==> src/rtl/rf_pkg.sv <==
// Shared definitions for the regFile write-side loader: default widths, FSM state type and length type.
package rf_pkg;
    localparam int RF_PHIT_SIZE = 64;
    localparam int RF_ADDR_W    = 4;
    localparam int RF_DEPTH     = 16;

    typedef enum logic [1:0] {IDLE, LOAD, FLUSH, DONE} ld_state_t;
    typedef logic [RF_ADDR_W:0] rf_len_t;
endpackage

==> src/rtl/rf_stream_loader.sv <==
// Loads a valid/ready phit stream into consecutive regFile entries from a (base, len) command.
// 1-cycle write latency, 1 beat/cycle; stalls while s_valid is low, commands taken only in IDLE.
module rf_stream_loader
    import rf_pkg::*;
#(
    parameter int PHIT_SIZE = RF_PHIT_SIZE,
    parameter int ADDR_W    = RF_ADDR_W,
    parameter int DEPTH     = RF_DEPTH
) (
    input  logic                 clk,
    input  logic                 rst,
    input  logic                 cmd_valid,
    output logic                 cmd_ready,
    input  logic [ADDR_W-1:0]    cmd_base,
    input  logic [ADDR_W:0]      cmd_len,
    input  logic [PHIT_SIZE-1:0] s_data,
    input  logic                 s_valid,
    output logic                 s_ready,
    input  logic                 s_last,
    output logic [PHIT_SIZE-1:0] rf_d_in,
    output logic [ADDR_W-1:0]    rf_wr_addr,
    output logic                 rf_wen,
    output logic                 busy,
    output logic                 done,
    output logic                 err_short,
    output logic                 err_long
);
    if (DEPTH != 2 ** ADDR_W) begin : g_bad_depth
        $error("rf_stream_loader: DEPTH must equal 2**ADDR_W");
    end

    ld_state_t          state;
    logic [ADDR_W-1:0]  base;
    logic [ADDR_W:0]    len;
    logic [ADDR_W:0]    beat_cnt;
    logic [ADDR_W:0]    len_m1;
    logic               last_slot;

    assign len_m1    = len - {{ADDR_W{1'b0}}, 1'b1};
    assign last_slot = (beat_cnt == len_m1);

    // rf_d_in/rf_wr_addr/rf_wen double as the one-beat write register.
    always_ff @(posedge clk or posedge rst) begin
        if (rst) begin
            state      <= IDLE;
            cmd_ready  <= 1'b1;
            s_ready    <= 1'b0;
            busy       <= 1'b0;
            done       <= 1'b0;
            err_short  <= 1'b0;
            err_long   <= 1'b0;
            rf_wen     <= 1'b0;
            rf_d_in    <= '0;
            rf_wr_addr <= '0;
            base       <= '0;
            len        <= '0;
            beat_cnt   <= '0;
        end else begin
            rf_wen <= 1'b0;
            done   <= 1'b0;
            case (state)
                IDLE: begin
                    if (cmd_valid) begin
                        base      <= cmd_base;
                        len       <= cmd_len;
                        beat_cnt  <= '0;
                        err_short <= 1'b0;
                        err_long  <= 1'b0;
                        cmd_ready <= 1'b0;
                        busy      <= 1'b1;
                        if (cmd_len == '0) begin
                            state <= DONE;
                            done  <= 1'b1;
                        end else begin
                            state   <= LOAD;
                            s_ready <= 1'b1;
                        end
                    end
                end
                LOAD: begin
                    if (s_valid) begin
                        rf_wen     <= 1'b1;
                        rf_d_in    <= s_data;
                        rf_wr_addr <= base + beat_cnt[ADDR_W-1:0];
                        beat_cnt   <= beat_cnt + 1'b1;
                        if (last_slot && !s_last) begin
                            err_long <= 1'b1;
                            state    <= FLUSH;
                        end else if (last_slot || s_last) begin
                            err_short <= !last_slot;
                            state     <= DONE;
                            done      <= 1'b1;
                            s_ready   <= 1'b0;
                        end
                    end
                end
                FLUSH: begin
                    if (s_valid && s_last) begin
                        state   <= DONE;
                        done    <= 1'b1;
                        s_ready <= 1'b0;
                    end
                end
                DONE: begin
                    state     <= IDLE;
                    cmd_ready <= 1'b1;
                    busy      <= 1'b0;
                end
                default: state <= IDLE;
            endcase
        end
    end
endmodule

==> config.mk <==
export PLATFORM = sky130hd
export DESIGN_NAME = rf_stream_loader
export DESIGN_NICKNAME = d
export VERILOG_FILES = /design/src/rtl/rf_pkg.sv /design/src/rtl/rf_stream_loader.sv
export SDC_FILE = /design/constraint.sdc
export NUM_CORES = 1
export LEC_CHECK = 0
export ABC_AREA = 1
export BUFFER_PORTS_ARGS = -buffer_cell sky130_fd_sc_hd__buf_2
export CORE_MARGIN = 1
export CORE_UTILIZATION = 35
export CTS_BUF_LIST = sky130_fd_sc_hd__clkbuf_8
export CTS_CLUSTER_SIZE = 14
export DETAILED_ROUTE_END_ITERATION = 10
export MAX_ROUTING_LAYER = met4
export PLACE_DENSITY = 0.71
export SLEW_MARGIN = 20
export SYNTH_ARGS = -nofsm -noshare
export SYNTH_HDL_FRONTEND = slang
export SYNTH_SLANG_ARGS = --single-unit
==> constraint.sdc <==
create_clock -name clk -period 2.8 [get_ports clk]
set_input_delay 0 -clock clk [delete_from_list [all_inputs] [get_ports clk]]
set_output_delay 0 -clock clk [all_outputs]
set_load 0.05 [all_outputs]
==> flow_metrics.tcl <==
set metrics [dict create \
    cts_buffers 9 \
    synthCells 474 \
    grt_max_degree 72 \
    ys_warn_count 0 \
    htreeDepth 3 \
    ant_nets 0 \
    register_area_sq_um 2280 \
    rsz0062_at_grt "false" \
    grt_pass1_wl_um 17200 \
    routedWlPerCell_um 12.5 \
    area_growth_pct 47.1 \
    final.setup.tns_ns 0 \
    diodes 0 \
    crit_path_end "rf_d_in[52]" \
    powerDensity_nw_per_um2 1220 \
    p_leak_nw 3.26 \
    reg2reg_slack_ns 0.93 \
    fin_cells 844 \
    finClkSkew_ns 0.0125 \
    nets 787 \
    r2r_end "rf_d_in[52]" \
    syn_area_sq_um 3960 \
    fin_crit_sh_pct 66.7 \
    clk_pin_slew_ns 0.09 \
    tightestPinTransition_ns 0.821 \
    final_util_pct 53.3 \
    crit_start "state[1]" \
    numClockSinks 91 \
    synth.most_common_cell "nand2_1" \
    ys_seq_area_share_pct 57.5 \
    place_congestion 0.835 \
    synth_top_flop_cell "dfrtp_1" \
    fmax_mhz 535 \
    start_kind "flop" \
    core_area_sq_um 10900 \
    worstPathMaxFanout 71 \
    report.final.slew_viol_count 0 \
    cts_hold_buf 76 \
    die-area_sq_um 11700 \
    worstPathRequired_ns 3.10 \
    final-setup-viol-count 0 \
    overflow 0 \
    multi_input_area_sq_um 1490 \
    die_w_um 108 \
    layout-drive-gt1-share_pct 26.6 \
    num_vias 3834 \
    synthArstFlopShare_pct 100 \
    vias_per_cell 4.54 \
    maxSlewHeadroom_pct 45.2 \
    status "finished, final reports clean" \
    peakVddDrop_mv 0.622 \
    start_util_pct 36.2 \
    maxCapViolations 0 \
    clock_latency_ns 0.36 \
    yosysTopAreaCellShare_pct 56.9 \
    wl_um 10500 \
    port_buffers 152 \
    grt_pass1_vias 3802 \
    rows 38 \
    fin_crit_ns 1.87 \
    placedCellCount 752 \
    synth_fp_nets 562 \
    timing.rr.start "state[1]" \
    yosys-top-cells-count "nand2_1, dfrtp_1, inv_1, nor2_1, o21ai_0" \
    ys_ff_latch 91 \
    drtIter0Drc 232 \
    crit_arrival_ns 2.17 \
    clk_path_buf_depth 2 \
    syn_avg_cell_area_sq_um 8.36 \
    critPathKind "reg -> reg" \
    nFillCells 978 \
    rr_worst_depth 6 \
    min_path_type "in -> reg" \
    cts_tree "built" \
    endpoint_kind "flop" \
    post-route-drc-count 0 \
    io-pin-count 153 \
    clockRootBuffer "clkbuf_8" \
    die_h_um 108 \
    synthTopCellsByArea "dfrtp_1, nand2_1, ha_1, inv_1, o21ai_0" \
    post-cts-setup-buffers 0 \
    antenna_found_initial 0 \
    drtPass1Iterations 4 \
    synth_top_area_cell "dfrtp_1" \
    cts_resized 0 \
    synth_edf_count 0 \
    grtUsageTotal_pct 19.5 \
    dp_hpwl_um 6560 \
    synth.distinct_cells 29 \
    hold_viol 0 \
]
flip-flops by register name (all words and copies together), names as in the netlist, 2 cells and up:
name        flops
base            4
state           2
beat_cnt        5
len             5
rf_wr_addr      4
rf_d_in        64
metrics by stage:
step | power [mW] | setup WS (ns) | hold slack, ns | area (sq um)
after global routing | 7.61 | 0.721 | 0.124 | 5830
final | 7.13 | 0.932 | 0.100 | 5830
after CTS | 7.17 | 0.960 | 0.0698 | 5830
after floorplan | 5.23 | 0.438 | 0.110 | 3960
after detailed placement | 6.12 | 0.950 | 0.188 | 4860
after global placement | 6.04 | 1.04 | 0.173 | 4860
per-layer routing:
metal  wire, um  share of wire [%]  vias up  global-route usage, %
met4        315                3.0        0                   10.6
met3        546                5.2       22                   3.62
met1       4440                 42     1794                   22.3
met2       5220                 50      126                   32.4
met5          0                  0        -                      -
li1           -                  -     1892                      -
where the power goes:
part	total, mW	switching (mW)	internal [mW]
Combinational	3.93	2.96	0.974
Clock	0.928	0.482	0.446
Sequential	2.27	0.361	1.91
layout by cell type (no fill, tap or decap), types with 3 or more instances in the layout:
cell	Yosys	final
nand2_1	261	261
inv_2	4	4
inv_1	25	24
o21ai_0	16	16
nand3_1	12	12
nor2_1	16	16
dlygate4sd3_1	0	76
buf_2	5	152
ha_1	9	9
clkbuf_8	0	10
dfrtp_1	90	90
nand2_2	3	3
critical path: stages, from the launching register on:
cell and delay [ns]:
dfrtp_1 0.40, inv_1 0.09, ha_1 0.29, nand2_2 0.12, buf_4 0.53, nand2_1 0.18, nand2_1 0.12
worst min-delay path by stage:
stage	start	end	slack (ns)	depth (start not counted)
6_report	cmd_valid	beat_cnt[0]	0.10	5
5_1_grt	cmd_valid	beat_cnt[0]	0.12	5
4_1_cts	cmd_valid	beat_cnt[0]	0.07	5
3_5_place_dp	rst	rf_d_in[56]	0.19	2
3_3_place_gp	rst	rf_d_in[56]	0.17	2
2_1_floorplan	cmd_base[0]	base[0]	0.11	2
final cells by class:
type	instances	area share, %
Clock buffer	10	2.36
Clock inverter	6	1.25
Inverter	29	1.89
Multi-Input combinational cell	337	25.5
Sequential cell	91	39.1
Tap cell	140	3.01
Timing Repair Buffer	231	26.9
logic make-up (layout without fill, tap and decap cells):
group           count (synthesis)  in the layout  synth area share (%)
simple gates                  301            301                  30.0
flops                          91             91                  57.5
buf+inv                        46            276                  4.99
compound gates                 22             22                  3.16
fa+ha+maj                      10             10                  3.35
xor+xnor                        3              3                 0.663
mux                             1              1                 0.284
Power figures use the tool's default switching activity.
